`src/rtl/mem_copy_pkg.sv`:
```
// Shared types and default widths for the block-copy engine.
package mem_copy_pkg;

  localparam int MC_AW = 8;
  localparam int MC_DW = 8;

  typedef enum logic [1:0] {
    MC_IDLE  = 2'd0,
    MC_READ  = 2'd1,
    MC_WRITE = 2'd2,
    MC_DONE  = 2'd3
  } mc_state_t;

endpackage

```
`src/rtl/mem_copy_engine.sv`:
```
// Byte-serial block copy (read-then-write) against a single-port data memory.
// Optional constant-fill mode is compiled in with MEM_COPY_FILL_EN.
module mem_copy_engine
  import mem_copy_pkg::*;
#(
  parameter int AW = MC_AW,
  parameter int DW = MC_DW
) (
  input  logic          clk,
  input  logic          reset,
  input  logic          start,
  input  logic [AW-1:0] src,
  input  logic [AW-1:0] dst,
  input  logic [AW-1:0] len,
  input  logic          fill,
  input  logic [DW-1:0] fill_val,
  output logic          busy,
  output logic          done,
  output logic [AW-1:0] mem_addr,
  output logic          mem_wr_en,
  output logic [DW-1:0] mem_wdata,
  input  logic [DW-1:0] mem_rdata
);

  localparam logic [AW-1:0] ONE_C  = AW'(1);
  localparam logic [AW-1:0] ZERO_C = AW'(0);

  mc_state_t     state_q, state_d;
  logic [AW-1:0] src_q, src_d;
  logic [AW-1:0] dst_q, dst_d;
  logic [AW-1:0] cnt_q, cnt_d;
  logic [DW-1:0] hold_q, hold_d;

  logic          busy_q, busy_d;
  logic          done_q, done_d;
  logic          wr_en_q, wr_en_d;
  logic [AW-1:0] addr_q, addr_d;
  logic [DW-1:0] wdata_q, wdata_d;

  logic          fill_active_s;
  logic [DW-1:0] fill_byte_s;

`ifdef MEM_COPY_FILL_EN
  logic          fill_q, fill_d;
  logic [DW-1:0] fval_q, fval_d;

  // Fill request and byte are captured together with the pointers on accept
  always_comb begin
    fill_d = fill_q;
    fval_d = fval_q;
    if (state_q == MC_IDLE && start) begin
      fill_d = fill;
      fval_d = fill_val;
    end else begin
      fill_d = fill_q;
      fval_d = fval_q;
    end
  end

  // Fill configuration registers
  always_ff @(posedge clk) begin
    if (reset) begin
      fill_q <= 1'b0;
      fval_q <= {DW{1'b0}};
    end else begin
      fill_q <= fill_d;
      fval_q <= fval_d;
    end
  end

  assign fill_active_s = fill_d;
  assign fill_byte_s   = fval_d;
`else
  logic unused_fill_s;
  assign unused_fill_s = ^{fill, fill_val};
  assign fill_active_s = 1'b0;
  assign fill_byte_s   = {DW{1'b0}};
`endif

  // Next-state, pointer, count and hold-register logic
  always_comb begin
    state_d = state_q;
    src_d   = src_q;
    dst_d   = dst_q;
    cnt_d   = cnt_q;
    hold_d  = hold_q;
    case (state_q)
      MC_IDLE: begin
        if (start) begin
          src_d = src;
          dst_d = dst;
          cnt_d = len;
          if (len == ZERO_C) begin
            state_d = MC_DONE;
          end else if (fill_active_s) begin
            state_d = MC_WRITE;
          end else begin
            state_d = MC_READ;
          end
        end else begin
          state_d = MC_IDLE;
        end
      end
      MC_READ: begin
        hold_d  = mem_rdata;
        state_d = MC_WRITE;
      end
      MC_WRITE: begin
        src_d = src_q + ONE_C;
        dst_d = dst_q + ONE_C;
        cnt_d = cnt_q - ONE_C;
        if (cnt_q == ONE_C) begin
          state_d = MC_DONE;
        end else if (fill_active_s) begin
          state_d = MC_WRITE;
        end else begin
          state_d = MC_READ;
        end
      end
      MC_DONE: begin
        state_d = MC_IDLE;
      end
      default: begin
        state_d = MC_IDLE;
      end
    endcase
  end

  // Outputs are decoded from the next state so they can be registered
  // without adding a cycle of latency to the memory pins.
  always_comb begin
    busy_d  = (state_d != MC_IDLE);
    done_d  = (state_d == MC_DONE);
    wr_en_d = (state_d == MC_WRITE);
    wdata_d = hold_d;
    addr_d  = ZERO_C;
    case (state_d)
      MC_READ: begin
        addr_d = src_d;
      end
      MC_WRITE: begin
        addr_d = dst_d;
        if (fill_active_s) begin
          wdata_d = fill_byte_s;
        end else begin
          wdata_d = hold_d;
        end
      end
      default: begin
        addr_d = ZERO_C;
      end
    endcase
  end

  // State, datapath and output registers
  always_ff @(posedge clk) begin
    if (reset) begin
      state_q <= MC_IDLE;
      src_q   <= ZERO_C;
      dst_q   <= ZERO_C;
      cnt_q   <= ZERO_C;
      hold_q  <= {DW{1'b0}};
      busy_q  <= 1'b0;
      done_q  <= 1'b0;
      wr_en_q <= 1'b0;
      addr_q  <= ZERO_C;
      wdata_q <= {DW{1'b0}};
    end else begin
      state_q <= state_d;
      src_q   <= src_d;
      dst_q   <= dst_d;
      cnt_q   <= cnt_d;
      hold_q  <= hold_d;
      busy_q  <= busy_d;
      done_q  <= done_d;
      wr_en_q <= wr_en_d;
      addr_q  <= addr_d;
      wdata_q <= wdata_d;
    end
  end

  assign busy      = busy_q;
  assign done      = done_q;
  assign mem_wr_en = wr_en_q;
  assign mem_addr  = addr_q;
  assign mem_wdata = wdata_q;

endmodule

```
`config.mk`:
```
export PLATFORM = sky130hd
export DESIGN_NAME = mem_copy_engine
export DESIGN_NICKNAME = d
export VERILOG_FILES = /design/src/rtl/mem_copy_pkg.sv /design/src/rtl/mem_copy_engine.sv
export SDC_FILE = /design/constraint.sdc
export NUM_CORES = 1
export LEC_CHECK = 0
export CAP_MARGIN = 25
export CORE_ASPECT_RATIO = 0.5
export CORE_MARGIN = 2
export CORE_UTILIZATION = 45
export CTS_CLUSTER_SIZE = 10
export DETAILED_ROUTE_END_ITERATION = 10
export GPL_TIMING_DRIVEN = 0
export PLACE_DENSITY = 0.86
export RECOVER_POWER = 50
export SLEW_MARGIN = 20
export SYNTH_ARGS = -nofsm -noshare
export SYNTH_HDL_FRONTEND = slang
export SYNTH_SLANG_ARGS = --single-unit
```
`constraint.sdc`:
```
create_clock -name clk -period 3.75 [get_ports clk]
set_input_delay 0.375 -clock clk [delete_from_list [all_inputs] [get_ports clk]]
set_output_delay 0.375 -clock clk [all_outputs]
set_load 0.005 [all_outputs]
```
==> results.py <==
metrics = {
    "status": {
        "run_status": "finished, final reports clean",
    },
    "yosys": {
        "netlist_top_cells_area": "sky130_fd_sc_hd__dfxtp_1 (39%), sky130_fd_sc_hd__nor2_1 (6.9%), sky130_fd_sc_hd__ha_1 (4.8%), sky130_fd_sc_hd__mux2i_1 (4.7%), sky130_fd_sc_hd__o21ai_0 (2.8%)",
        "mean_post_synth_cell_area_um2": 8.47,
        "synth_edf_count": 0,
        "ys.warnings.count": 0,
        "unique_cell_type_count_in_the_yosys_netlist": 52,
        "post_synthesis_simple_gate_area_fraction_pct": 22.4,
        "synth_top_family_by_area": "compound AO/OA/AOI/OAI gates",
        "syn_nets": 328,
        "ys_seq_area_share_pct": 38.7,
        "synth_xor_area_share_pct": 0,
        "synth_top_cell_by_area": "sky130_fd_sc_hd__dfxtp_1",
        "netlist.area_leader.share_pct": 38.7,
        "post_synth_instance_area_um2": 2330,
        "synth_cells": 275,
        "synth-seq-cells": 45,
        "yosys.area_share.adder_pct": 4.83,
        "synth-compound-area-share_pct": 23.3,
        "ys.flop_type": "sky130_fd_sc_hd__dfxtp_1",
        "async_flop_share_pct": 0,
        "synthMuxAreaShare_pct": 5.21,
    },
    "setup_path": {
        "crit_path_max_fanout": 10,
        "crit_slowest_cell": "sky130_fd_sc_hd__o21ai_0",
        "critPathCaptureType": "flop",
        "setup.worst_path.start_class": "flop",
        "max_stage_delay_ns": 0.57,
        "cp_cell_sequence": "clkbuf_1 > clkbuf_1 > a41oi_1 > o21ai_0 > ha_1 > nor2_1 > and2_1 > nand4_1 > o31ai_1",
        "critPathLaunch": "state_q[0]",
        "cp.required_ns": 3.98,
        "timing.reg2reg.setup_slack_ns": 0.67,
        "rr_worst_depth": 9,
        "worst-endpoint-arrival_ns": 3.31,
        "worstSetupPathType": "flop to flop",
        "most_numerous_cell_on_the_critical_path": "sky130_fd_sc_hd__clkbuf_1",
        "rr_startpoint": "state_q[0]",
        "critical_path.reg2reg.endpoint": "mem_addr[5]",
    },
    "clock_tree": {
        "postCtsSetupBuffers": 0,
        "cts_buffers": 5,
        "cts_tree": "yes",
        "cts.clk_slew.worst_paths_ns": 0.10,
        "clockBufferDepth": 2,
        "clk-insertion-delay-late_ns": 0.30,
        "cts-htree-levels": 2,
        "cts.repair.resized": 0,
        "postCtsHoldBufs": 0,
        "cts-root-buf": "sky130_fd_sc_hd__clkbuf_8",
        "cts.sinks": 45,
    },
    "floorplanning": {
        "die-width_um": 106,
        "die_h_um": 54.9,
        "floorplan.initialDensity_pct": 47.0,
        "dieArea_um2": 5800,
        "core-area_um2": 4950,
        "boundaryPins": 63,
        "fp-row-count": 18,
    },
    "routing": {
        "drt_iter0_markers": 273,
        "wire_per_inst_um": 17.0,
        "vias": 2400,
        "drt_pre_antenna_iters": 5,
        "average_vias_per_placed_instance": 5.93,
        "number_of_nets_with_antenna_violations_after_detailed_routing": 0,
        "wirelength_um": 6880,
        "drt_drc_violations_left": 0,
    },
    "cells_and_area": {
        "antennaDiodeCount": 0,
        "finish.utilization_pct": 61.4,
        "synthToLayoutAreaGrowth_pct": 30.6,
        "post_route_insts_no_fill": 405,
        "finish.net_count": 387,
        "final_layout_size_suffix_gt1_share_pct": 4.78,
        "final_common_cell": "sky130_fd_sc_hd__dfxtp_1",
        "most_used_cells_in_the_layout_excluding_fill_and_tap_cells": "sky130_fd_sc_hd__dfxtp_1 (45), sky130_fd_sc_hd__nor2_1 (43), sky130_fd_sc_hd__clkdlybuf4s50_1 (32)",
        "filler_cell_count": 416,
    },
    "min_path": {
        "worstHoldEndpoint": "mem_wdata[4]",
        "worstHoldPathCells": 2,
        "timing.hold.worst.class": "flop to flop",
        "holdCritStartpoint": "mem_wdata[4]",
    },
    "global_route": {
        "grt_overflow": 0,
        "gr-usage-all-layers_pct": 24.2,
        "global_route_wire_length_before_repair_um": 10700,
        "antenna_found_initial": 0,
        "maximum_number_of_pins_on_one_net_before_global_route_repair": 16,
        "grt_pass1_vias": 2305,
    },
    "sta": {
        "period_minus_slack_ns": 3.08,
        "final_max_slew_viol_count": 0,
        "slew_headroom_pct": 38.2,
        "max_clock_freq_ghz": 0.324,
        "timing.final.hold_violations": 0,
        "finalCritPeriodShare_pct": 82.2,
        "worst_pin_slew_ns": 0.925,
        "fin_tns_setup_ns": 0,
        "setup_repair_after_global_routing_missed_its_margin": "false",
        "fin_skew_ns": 0.0113,
        "report.final.setup_viol": 0,
    },
    "pwr": {
        "clock_power_share_pct": 32.5,
        "p_leak_uw": 0.00121,
        "peak_supply_drop_uv": 207,
        "cellInternalPower_uw": 829,
        "sequentialPowerShare_pct": 46.3,
        "total_power_uw": 1170,
        "netSwitchingFraction_pct": 29.4,
        "pwr-share-comb_pct": 21.3,
        "total_switching_power_uw": 345,
        "powerDensity_nw_per_um2": 386,
    },
    "placement": {
        "buffer_ports.inserted": 52,
        "sum_of_net_half_perimeters_after_detailed_placement_um": 4900,
        "gp_congestion": 0.929,
        "dp_cells": 397,
    },
    "run": {
        "maxCapViolations": 0,
    },
}
==> synth_stat cells (5+ instances only) <==
master / number
sky130_fd_sc_hd__dfxtp_1: 45
sky130_fd_sc_hd__clkbuf_1: 9
sky130_fd_sc_hd__nor3b_1: 6
sky130_fd_sc_hd__a21oi_1: 10
sky130_fd_sc_hd__nor2_1: 43
sky130_fd_sc_hd__and2_1: 6
sky130_fd_sc_hd__nor4_1: 6
sky130_fd_sc_hd__ha_1: 9
sky130_fd_sc_hd__buf_2: 5
sky130_fd_sc_hd__nand2_1: 12
sky130_fd_sc_hd__inv_1: 11
sky130_fd_sc_hd__a211oi_1: 8
sky130_fd_sc_hd__nand3_1: 10
sky130_fd_sc_hd__mux2i_1: 11
sky130_fd_sc_hd__o21ai_0: 13
sky130_fd_sc_hd__nand4_1: 6
sky130_fd_sc_hd__o211ai_1: 5
==> area by class of cell <==
cell class	instances	area (µm²)	share of cell area, %
Multi-Input combinational cell	201	1300	42.6
Timing Repair Buffer	52	520	17.1
Clock inverter	3	46.3	1.52
Clock buffer	5	68.8	2.26
Sequential cell	45	901	29.6
Tap cell	70	87.6	2.88
Inverter	12	45.0	1.48
Buffer	17	76.3	2.51
==> state kept, by name, indices dropped and copies added (netlist names) <==
| register | cells |
|---|---|
| mem_wdata | 8 |
| mem_addr | 8 |
| src_q | 8 |
| mem_wr_en | 1 |
| done | 1 |
| busy | 1 |
| state_q | 2 |
| cnt_q | 8 |
| dst_q | 8 |
==> worst max path at each step <==
stage / to / slack [ns] / cells after the start
after floorplan: mem_addr[5] / 1.64 / 8
after global placement: mem_addr[5] / 0.63 / 9
after detailed placement: mem_addr[5] / 0.66 / 9
after CTS: mem_addr[5] / 0.96 / 9
after global routing: mem_addr[5] / 0.42 / 9
final: mem_addr[5] / 0.67 / 9
==> per-stage QoR <==
stage          setup WS (ns)  hold WS, ns  cell area [µm²]
6_report               0.667        0.506             3040
2_1_floorplan           1.64        0.463             2330
3_5_place_dp           0.656        0.487             2940
3_3_place_gp           0.635        0.474             2940
4_1_cts                0.960        0.510             3050
5_1_grt                0.422        0.533             3040
==> metal layers <==
layer | part of all wire [%] | track usage (%)
met5 | 0 | 0
met4 | 2.1 | 9.21
met3 | 8.4 | 5.48
met2 | 47 | 43.4
met1 | 42 | 29.5
==> critical path, delay by kind of cell, from the launching register on <==
kind	cells	cell delay, ns
simple gates	3	0.80
fa+ha+maj	1	0.35
flops	1	0.32
buf+inv	2	0.80
compound gates	3	0.74
==> power groups by stage <==
stage          combinational, µW  sequential (µW)  clock (µW)
2_1_floorplan                147              548           0
3_3_place_gp                 236              550           0
3_5_place_dp                 246              553           0
4_1_cts                      249              542         376
5_1_grt                      272              548         397
6_report                     249              543         381
==> kinds of logic (layout without fill, tap and decap cells) <==
kind of cell,Yosys count,after routing
buffers and inverters,29,89
flip-flops,45,45
adder cells (fa/ha/maj),9,9
AO/OA/AOI/OAI,76,76
AND/OR/NAND/NOR,104,104
multiplexers,12,12
No activity file was read; power rests on OpenSTA's default activity.
